File: config.mk
export PLATFORM = sky130hd
export DESIGN_NAME = gcd_lcm_seq_flat
export DESIGN_NICKNAME = d
export VERILOG_FILES = /design/src/rtl/gcd_lcm_pkg.sv /design/src/rtl/gcd_lcm_seq_if.sv /design/src/rtl/gcd_lcm_muldiv.sv /design/src/rtl/gcd_lcm_seq.sv /design/src/flat_wrapper.sv
export SDC_FILE = /design/constraint.sdc
export NUM_CORES = 1
export LEC_CHECK = 0
export BUFFER_PORTS_ARGS = -buffer_cell sky130_fd_sc_hd__buf_4
export CAP_MARGIN = 30
export CORE_UTILIZATION = 55
export CTS_BUF_LIST = sky130_fd_sc_hd__clkbuf_8
export DETAILED_ROUTE_END_ITERATION = 10
export PLACE_DENSITY = 0.75
export SLEW_MARGIN = 25
export SYNTH_ARGS = -nofsm -noshare
export SYNTH_HDL_FRONTEND = slang
export SYNTH_HIERARCHICAL = 1
export SYNTH_SLANG_ARGS = --single-unit
File: constraint.sdc
create_clock -name clk -period 5.43 [get_ports clk]
set_clock_uncertainty 0.15 [all_clocks]
set_input_delay 0.2715 -clock clk [delete_from_list [all_inputs] [get_ports clk]]
set_output_delay 0.2715 -clock clk [all_outputs]
set_load 0.03 [all_outputs]
File: src/rtl/gcd_lcm_pkg.sv
// Shared types and constants for the GCD/LCM coprocessor sequencer.
package gcd_lcm_pkg;

    typedef enum logic [2:0] {
        IDLE,
        GCD,
        DIV,
        MUL,
        DONE
    } gcd_lcm_state_t;

    localparam logic OP_GCD = 1'b0;
    localparam logic OP_LCM = 1'b1;

    // Operation select for the iterative divide/multiply unit
    localparam logic MD_DIV = 1'b0;
    localparam logic MD_MUL = 1'b1;

endpackage

File: src/rtl/gcd_lcm_seq_if.sv
// Coprocessor port between the core (master) and the GCD/LCM sequencer (slave).
interface gcd_lcm_seq_if #(
    parameter int WIDTH = 32
);
    // start is sampled only while the sequencer is idle; busy covers the working
    // cycles, then done pulses once and result/ovf hold until the next acceptance.
    logic             start;
    logic             op;
    logic [WIDTH-1:0] a;
    logic [WIDTH-1:0] b;
    logic             busy;
    logic             done;
    logic [WIDTH-1:0] result;
    logic             ovf;

    modport master (output start, op, a, b, input busy, done, result, ovf);
    modport slave  (input start, op, a, b, output busy, done, result, ovf);
endinterface

File: src/rtl/gcd_lcm_muldiv.sv
// Iterative restoring divider (Q = dividend / divisor) followed by shift-add multiply
// (P = Q * mcand), one bit per step. GCD_LCM_OVF_EN widens the accumulator to 2*WIDTH.
module gcd_lcm_muldiv
    import gcd_lcm_pkg::*;
#(
    parameter int WIDTH = 32
) (
    input  logic             clk,
    input  logic             reset,
    input  logic             i_load,
    input  logic             i_mode,
    input  logic             i_step,
    input  logic [WIDTH-1:0] i_dividend,
    input  logic [WIDTH-1:0] i_divisor,
    input  logic [WIDTH-1:0] i_mcand,
    output logic             o_last,
    output logic [WIDTH-1:0] o_prod_nxt,
    output logic             o_ovf_nxt
);
    localparam int CW = (WIDTH > 1) ? $clog2(WIDTH) : 1;
`ifdef GCD_LCM_OVF_EN
    localparam int AW = 2 * WIDTH;
`else
    localparam int AW = WIDTH;
`endif

    logic [WIDTH-1:0] r_q;
    logic [WIDTH-1:0] r_d;
    logic [WIDTH-1:0] r_rem;
    logic [AW-1:0]    r_mc;
    logic [AW-1:0]    r_acc;
    logic [CW-1:0]    r_cnt;

    logic [WIDTH:0]   w_rem_sh;
    logic             w_rem_ge;
    logic [WIDTH-1:0] w_rem_sub;
    logic [AW-1:0]    w_acc_nxt;

    // The quotient shifts in from the bottom while the dividend drains out the top
    assign w_rem_sh   = {r_rem, r_q[WIDTH-1]};
    assign w_rem_ge   = (w_rem_sh >= {1'b0, r_d});
    assign w_rem_sub  = w_rem_sh[WIDTH-1:0] - r_d;
    assign w_acc_nxt  = r_q[0] ? (r_acc + r_mc) : r_acc;
    assign o_last     = (r_cnt == CW'(WIDTH - 1));
    assign o_prod_nxt = w_acc_nxt[WIDTH-1:0];
`ifdef GCD_LCM_OVF_EN
    assign o_ovf_nxt  = |w_acc_nxt[AW-1:WIDTH];
`else
    assign o_ovf_nxt  = 1'b0;
`endif

    always_ff @(posedge clk) begin
        if (reset) begin
            r_q   <= '0;
            r_d   <= '0;
            r_rem <= '0;
            r_mc  <= '0;
            r_acc <= '0;
            r_cnt <= '0;
        end else if (i_load) begin
            r_q   <= i_dividend;
            r_d   <= i_divisor;
            r_rem <= '0;
            r_mc  <= AW'(i_mcand);
            r_acc <= '0;
            r_cnt <= '0;
        end else if (i_step) begin
            r_cnt <= o_last ? '0 : r_cnt + CW'(1);
            if (i_mode == MD_DIV) begin
                if (w_rem_ge) begin
                    r_rem <= w_rem_sub;
                    r_q   <= {r_q[WIDTH-2:0], 1'b1};
                end else begin
                    r_rem <= w_rem_sh[WIDTH-1:0];
                    r_q   <= {r_q[WIDTH-2:0], 1'b0};
                end
            end else begin
                // The finished quotient now serves as the multiplier, LSB first
                r_acc <= w_acc_nxt;
                r_mc  <= r_mc << 1;
                r_q   <= r_q >> 1;
            end
        end
    end

endmodule

File: src/rtl/gcd_lcm_seq.sv
// GCD/LCM coprocessor sequencer: subtractive Euclid, then divide/multiply for LCM.
// Optional macro GCD_LCM_OVF_EN enables LCM overflow detection on ovf.
module gcd_lcm_seq
    import gcd_lcm_pkg::*;
#(
    parameter int WIDTH = 32
) (
    input  logic           clk,
    input  logic           reset,
    gcd_lcm_seq_if.slave   bus,
    output gcd_lcm_state_t o_dbg_state
);
    gcd_lcm_state_t   r_state;
    logic [WIDTH-1:0] r_a;
    logic [WIDTH-1:0] r_b;
    logic [WIDTH-1:0] r_oa;
    logic [WIDTH-1:0] r_ob;
    logic             r_op;
    logic             r_busy;
    logic             r_done;
    logic [WIDTH-1:0] r_result;
    logic             r_ovf;

    logic             w_eq;
    logic             w_md_load;
    logic             w_md_step;
    logic             w_md_mode;
    logic             w_md_last;
    logic [WIDTH-1:0] w_prod_nxt;
    logic             w_ovf_nxt;

    // The final GCD step hands A (== G) straight to the divider as the divisor
    assign w_eq      = (r_a == r_b);
    assign w_md_load = (r_state == GCD) && w_eq && (r_op == OP_LCM);
    assign w_md_step = (r_state == DIV) || (r_state == MUL);
    assign w_md_mode = (r_state == MUL) ? MD_MUL : MD_DIV;

    gcd_lcm_muldiv #(.WIDTH(WIDTH)) u_muldiv (
        .clk        (clk),
        .reset      (reset),
        .i_load     (w_md_load),
        .i_mode     (w_md_mode),
        .i_step     (w_md_step),
        .i_dividend (r_oa),
        .i_divisor  (r_a),
        .i_mcand    (r_ob),
        .o_last     (w_md_last),
        .o_prod_nxt (w_prod_nxt),
        .o_ovf_nxt  (w_ovf_nxt)
    );

    always_ff @(posedge clk) begin
        if (reset) begin
            r_state  <= IDLE;
            r_a      <= '0;
            r_b      <= '0;
            r_oa     <= '0;
            r_ob     <= '0;
            r_op     <= OP_GCD;
            r_busy   <= 1'b0;
            r_done   <= 1'b0;
            r_result <= '0;
            r_ovf    <= 1'b0;
        end else begin
            case (r_state)
                IDLE: begin
                    if (bus.start) begin
                        r_a  <= bus.a;
                        r_b  <= bus.b;
                        r_oa <= bus.a;
                        r_ob <= bus.b;
                        r_op <= bus.op;
                        if ((bus.a == '0) || (bus.b == '0)) begin
                            r_result <= (bus.op == OP_GCD) ? (bus.a | bus.b) : '0;
                            r_ovf    <= 1'b0;
                            r_done   <= 1'b1;
                            r_state  <= DONE;
                        end else begin
                            r_busy  <= 1'b1;
                            r_state <= GCD;
                        end
                    end
                end
                GCD: begin
                    if (w_eq) begin
                        if (r_op == OP_GCD) begin
                            r_result <= r_a;
                            r_ovf    <= 1'b0;
                            r_busy   <= 1'b0;
                            r_done   <= 1'b1;
                            r_state  <= DONE;
                        end else begin
                            r_state <= DIV;
                        end
                    end else if (r_a > r_b) begin
                        r_a <= r_a - r_b;
                    end else begin
                        r_b <= r_b - r_a;
                    end
                end
                DIV: begin
                    if (w_md_last) r_state <= MUL;
                end
                MUL: begin
                    if (w_md_last) begin
                        r_result <= w_prod_nxt;
                        r_ovf    <= w_ovf_nxt;
                        r_busy   <= 1'b0;
                        r_done   <= 1'b1;
                        r_state  <= DONE;
                    end
                end
                DONE: begin
                    r_done  <= 1'b0;
                    r_state <= IDLE;
                end
                default: r_state <= IDLE;
            endcase
        end
    end

    assign bus.busy    = r_busy;
    assign bus.done    = r_done;
    assign bus.result  = r_result;
    assign bus.ovf     = r_ovf;
    assign o_dbg_state = r_state;

endmodule

File: src/flat_wrapper.sv
// flat-port wrapper written by rule: the top's interface ports become plain ports
module gcd_lcm_seq_flat import gcd_lcm_pkg::*;
#(
    parameter int WIDTH = 32
)
  (clk, reset, o_dbg_state, bus_start, bus_op, bus_a, bus_b, bus_busy, bus_done, bus_result, bus_ovf);
  gcd_lcm_seq_if #(.WIDTH(WIDTH)) bus_i ();
  input  logic clk;
  input  logic reset;
  output gcd_lcm_state_t o_dbg_state;
  input wire logic [$bits(bus_i.start)-1:0] bus_start;
  input wire logic [$bits(bus_i.op)-1:0] bus_op;
  input wire logic [$bits(bus_i.a)-1:0] bus_a;
  input wire logic [$bits(bus_i.b)-1:0] bus_b;
  output wire logic [$bits(bus_i.busy)-1:0] bus_busy;
  output wire logic [$bits(bus_i.done)-1:0] bus_done;
  output wire logic [$bits(bus_i.result)-1:0] bus_result;
  output wire logic [$bits(bus_i.ovf)-1:0] bus_ovf;
  assign bus_i.start = bus_start;
  assign bus_i.op = bus_op;
  assign bus_i.a = bus_a;
  assign bus_i.b = bus_b;
  assign bus_busy = bus_i.busy;
  assign bus_done = bus_i.done;
  assign bus_result = bus_i.result;
  assign bus_ovf = bus_i.ovf;
  gcd_lcm_seq #(.WIDTH(WIDTH)) u_core (.clk(clk), .reset(reset), .bus(bus_i), .o_dbg_state(o_dbg_state));
endmodule
==> summary.txt <==
count of cell types in the netlist -> 85
Avg WL per Cell -> 22.2 um
Post-Syn Area -> 0.0220 mm2
Fin Hold WS -> 0.296 ns
DR vias/cell -> 6.32
worst-path fanout max -> 22
final setup slack of the worst path -> 1.18 ns
worst-skew pair later-pin latency -> 0.70 ns
pre-CTS setup slack -> 1.39 ns
clock tree buffer depth -> 3
H-tree depth -> 2
CP max stage delay -> 0.63 ns
leakage -> 9.99 nW
Synthesis Warnings -> 6
die footprint -> 0.0409 mm2
Placed Area -> 0.0229 mm2
delay-heaviest family, CP -> simple AND/OR/NAND/NOR gates
post-cts resize count -> 0
Synth area leaders -> dfxtp_1 (30%), a21oi_1 (8.7%), nand2_1 (8.1%)
ANT nets after route -> 0
Worst EP required -> 5.89 ns
most used cell, CP -> a21oi_1
Root Buffer -> clkbuf_8
area fraction of the dominant cell type after synthesis -> 0.302
Post-synth ARST share -> 0
Critical Path, Cell by Cell -> inv_1 > ha_1 > nand4_2 > nor4_1 > and4_1 > nand2b_2 > o21ai_1 > a21oi_1 > nor2b_2 > buf_4 > nand3_1 > a21oi_1
layout net count -> 3215
post-DP HPWL -> 56300 um
initial antenna violation count -> 4
Hold Vio Cnt, Final -> 0
Die Y -> 202 um
Tcrit/Tclk final -> 0.782
Startpoint Class -> register
layout cells sized above 1 -> 0.106
post-synthesis register bit count -> 332
Layout fillers -> 3507
DR iter-0 viols -> 2635
Slew @ Worst Pin -> 0.955 ns
DRC errors left -> 0
total global routing overflow -> 0
clk slew on worst S/H paths -> 0.07 ns
Slew Viols, Final -> 0
Max VDD drop -> 0.000328 V
Power Density -> 552 mW/mm2
Synth top cells by count -> nand2_1 (477), a21oi_1 (382), dfxtp_1 (332)
CTS buffer count -> 59
leading cell type by number of instances after synthesis -> nand2_1
worst min path class -> input pin to register
buffer and inverter count on the worst path -> 2
vias in the first global route -> 20800
Rows -> 72
unrepaired setup endpoints after global routing -> no
Mean Syn Cell Area -> 7.44 um2
Crit Path Class -> register to register
setup TNS -> 0 ns
TritonCTS clock tree -> built
Pre-antenna DRT Iters -> 6
DRT Wirelength -> 79500 um
number of endpoints failing setup at the final stage -> 0
CP max stage cell -> ha_1
area of the core -> 0.0391 mm2
GP Congestion -> 0.990
crit path time final -> 4.25 ns
TritonCTS Sinks -> 332
first-pass GRT wire length -> 121000 um
dominant synthesized flop cell -> dfxtp_1
GRT Overall Usage -> 0.378
pin count of the biggest net entering global routing -> 91
Die Wd -> 202 um
post-route cell area -> 0.0248 mm2
Post-Synthesis Cells -> 2960
area grow syn2layout -> 12.4%
Rel. slew slack -> 0.363
via count -> 22600
Max Fclk -> 0.235 GHz
syn nets -> 3160
outcome -> completed
Post-synth EDFFs -> 0
# Max-Cap Violations -> 0
I/O pin count -> 106
crit end category -> register
Critical Path AT -> 4.71 ns
Seq/Total Area, Yosys -> 0.302
Initial Utilization -> 0.564
Yosys top cell by area -> dfxtp_1
IO buf count -> 105
[worst min-delay path: cells and delay by family]
kind,cells,cell delay (ns)
compound gates,1,0.05
buf+inv,2,0.70
simple gates,1,0.07
[flip-flops by register name (all words and copies together) (netlist names), 32 cells and up]
name                   flops
u_core/bus.result         32
u_core/r_a                32
u_core/u_muldiv/r_acc     32
u_core/u_muldiv/r_q       32
u_core/r_b                32
u_core/u_muldiv/r_d       32
u_core/u_muldiv/r_mc      32
u_core/u_muldiv/r_rem     32
u_core/r_ob               32
u_core/r_oa               32
[routing by layer]
layer,wire [um],vias to the layer above,GRT usage
met5,33,-,0
met2,34200,1173,0.565
met1,33700,10700,0.517
met3,7900,225,0.0847
li1,-,10500,-
met4,3650,6,0.173
[stage by stage]
step	total power, mW	std cells	utilization
finish	13.7	3583	0.633
global route	14.4	3582	0.633
CTS	13.4	3581	0.632
detailed placement	10.9	3404	0.584
global placement	10.9	3403	0.584
floorplan	8.99	2960	-
[cell families after synthesis]
| group | synth area share |
|---|---|
| adders and majority gates | 0.0763 |
| and+or+nand+nor | 0.206 |
| xor gates and xnor gates | 0.0413 |
| DFF | 0.302 |
| other | 0.000170 |
| buffers and inverters | 0.0623 |
| AOI/OAI and AO/OA | 0.258 |
| muxes | 0.0547 |
[layout make-up]
type	instances	area (um2)	share of cell area
multi-input cells	2295	14100	0.568
repair buffers	201	1720	0.0696
well taps	518	648	0.0262
clock buffers	74	1020	0.0411
inverters	126	473	0.0191
clock inverters	36	186	0.00753
flip-flops and latches	332	6650	0.269
diodes	1	2.50	0.000101
[cells in the final DEF (no fill, tap or decap), types with 22 or more instances in the layout]
| cell | n |
|---|---|
| buf_4 | 131 |
| xor2_1 | 35 |
| xnor2_1 | 69 |
| mux2_2 | 28 |
| mux2i_1 | 89 |
| a31oi_1 | 27 |
| nand4_1 | 34 |
| clkbuf_8 | 75 |
| nand2_1 | 476 |
| a21oi_1 | 382 |
| dfxtp_1 | 331 |
| nor3_1 | 22 |
| nor2_1 | 325 |
| inv_1 | 149 |
| dlygate4sd3_1 | 67 |
| ha_1 | 128 |
| o211ai_1 | 40 |
| a211oi_1 | 75 |
| nand3_1 | 65 |
| o21ai_0 | 133 |
| a21o_1 | 59 |
[report_power, final]
part	leakage (nW)	switching, mW	total (mW)	internal, mW
Combinational	6.57	5.16	8.09	2.93
Clock	0.718	1.14	2.41	1.27
Sequential	2.70	0.356	3.16	2.81
[what timing repair did]
item	in CTS	in global routing
endpoints found under the hold margin	190	0
setup buffers	0	0
hold buffers	67	0
[final timing paths]
path                            slack [ns]                        start                                 to  cells after the start
worst max-delay path                  1.18  u_core/r_a[21]$_SDFFE_PP0P_  u_core/bus.result[5]$_SDFFE_PP0P_                     12
worst min-delay path                  0.30                     bus_a[5]        u_core/r_oa[5]$_SDFFE_PP0P_                      4
worst max register to register        1.18  u_core/r_a[21]$_SDFFE_PP0P_  u_core/bus.result[5]$_SDFFE_PP0P_                     12
worst min register to register        0.31  u_core/r_oa[9]$_SDFFE_PP0P_        u_core/r_oa[9]$_SDFFE_PP0P_                      2
Note: power is estimated with default switching activity, not from simulation.
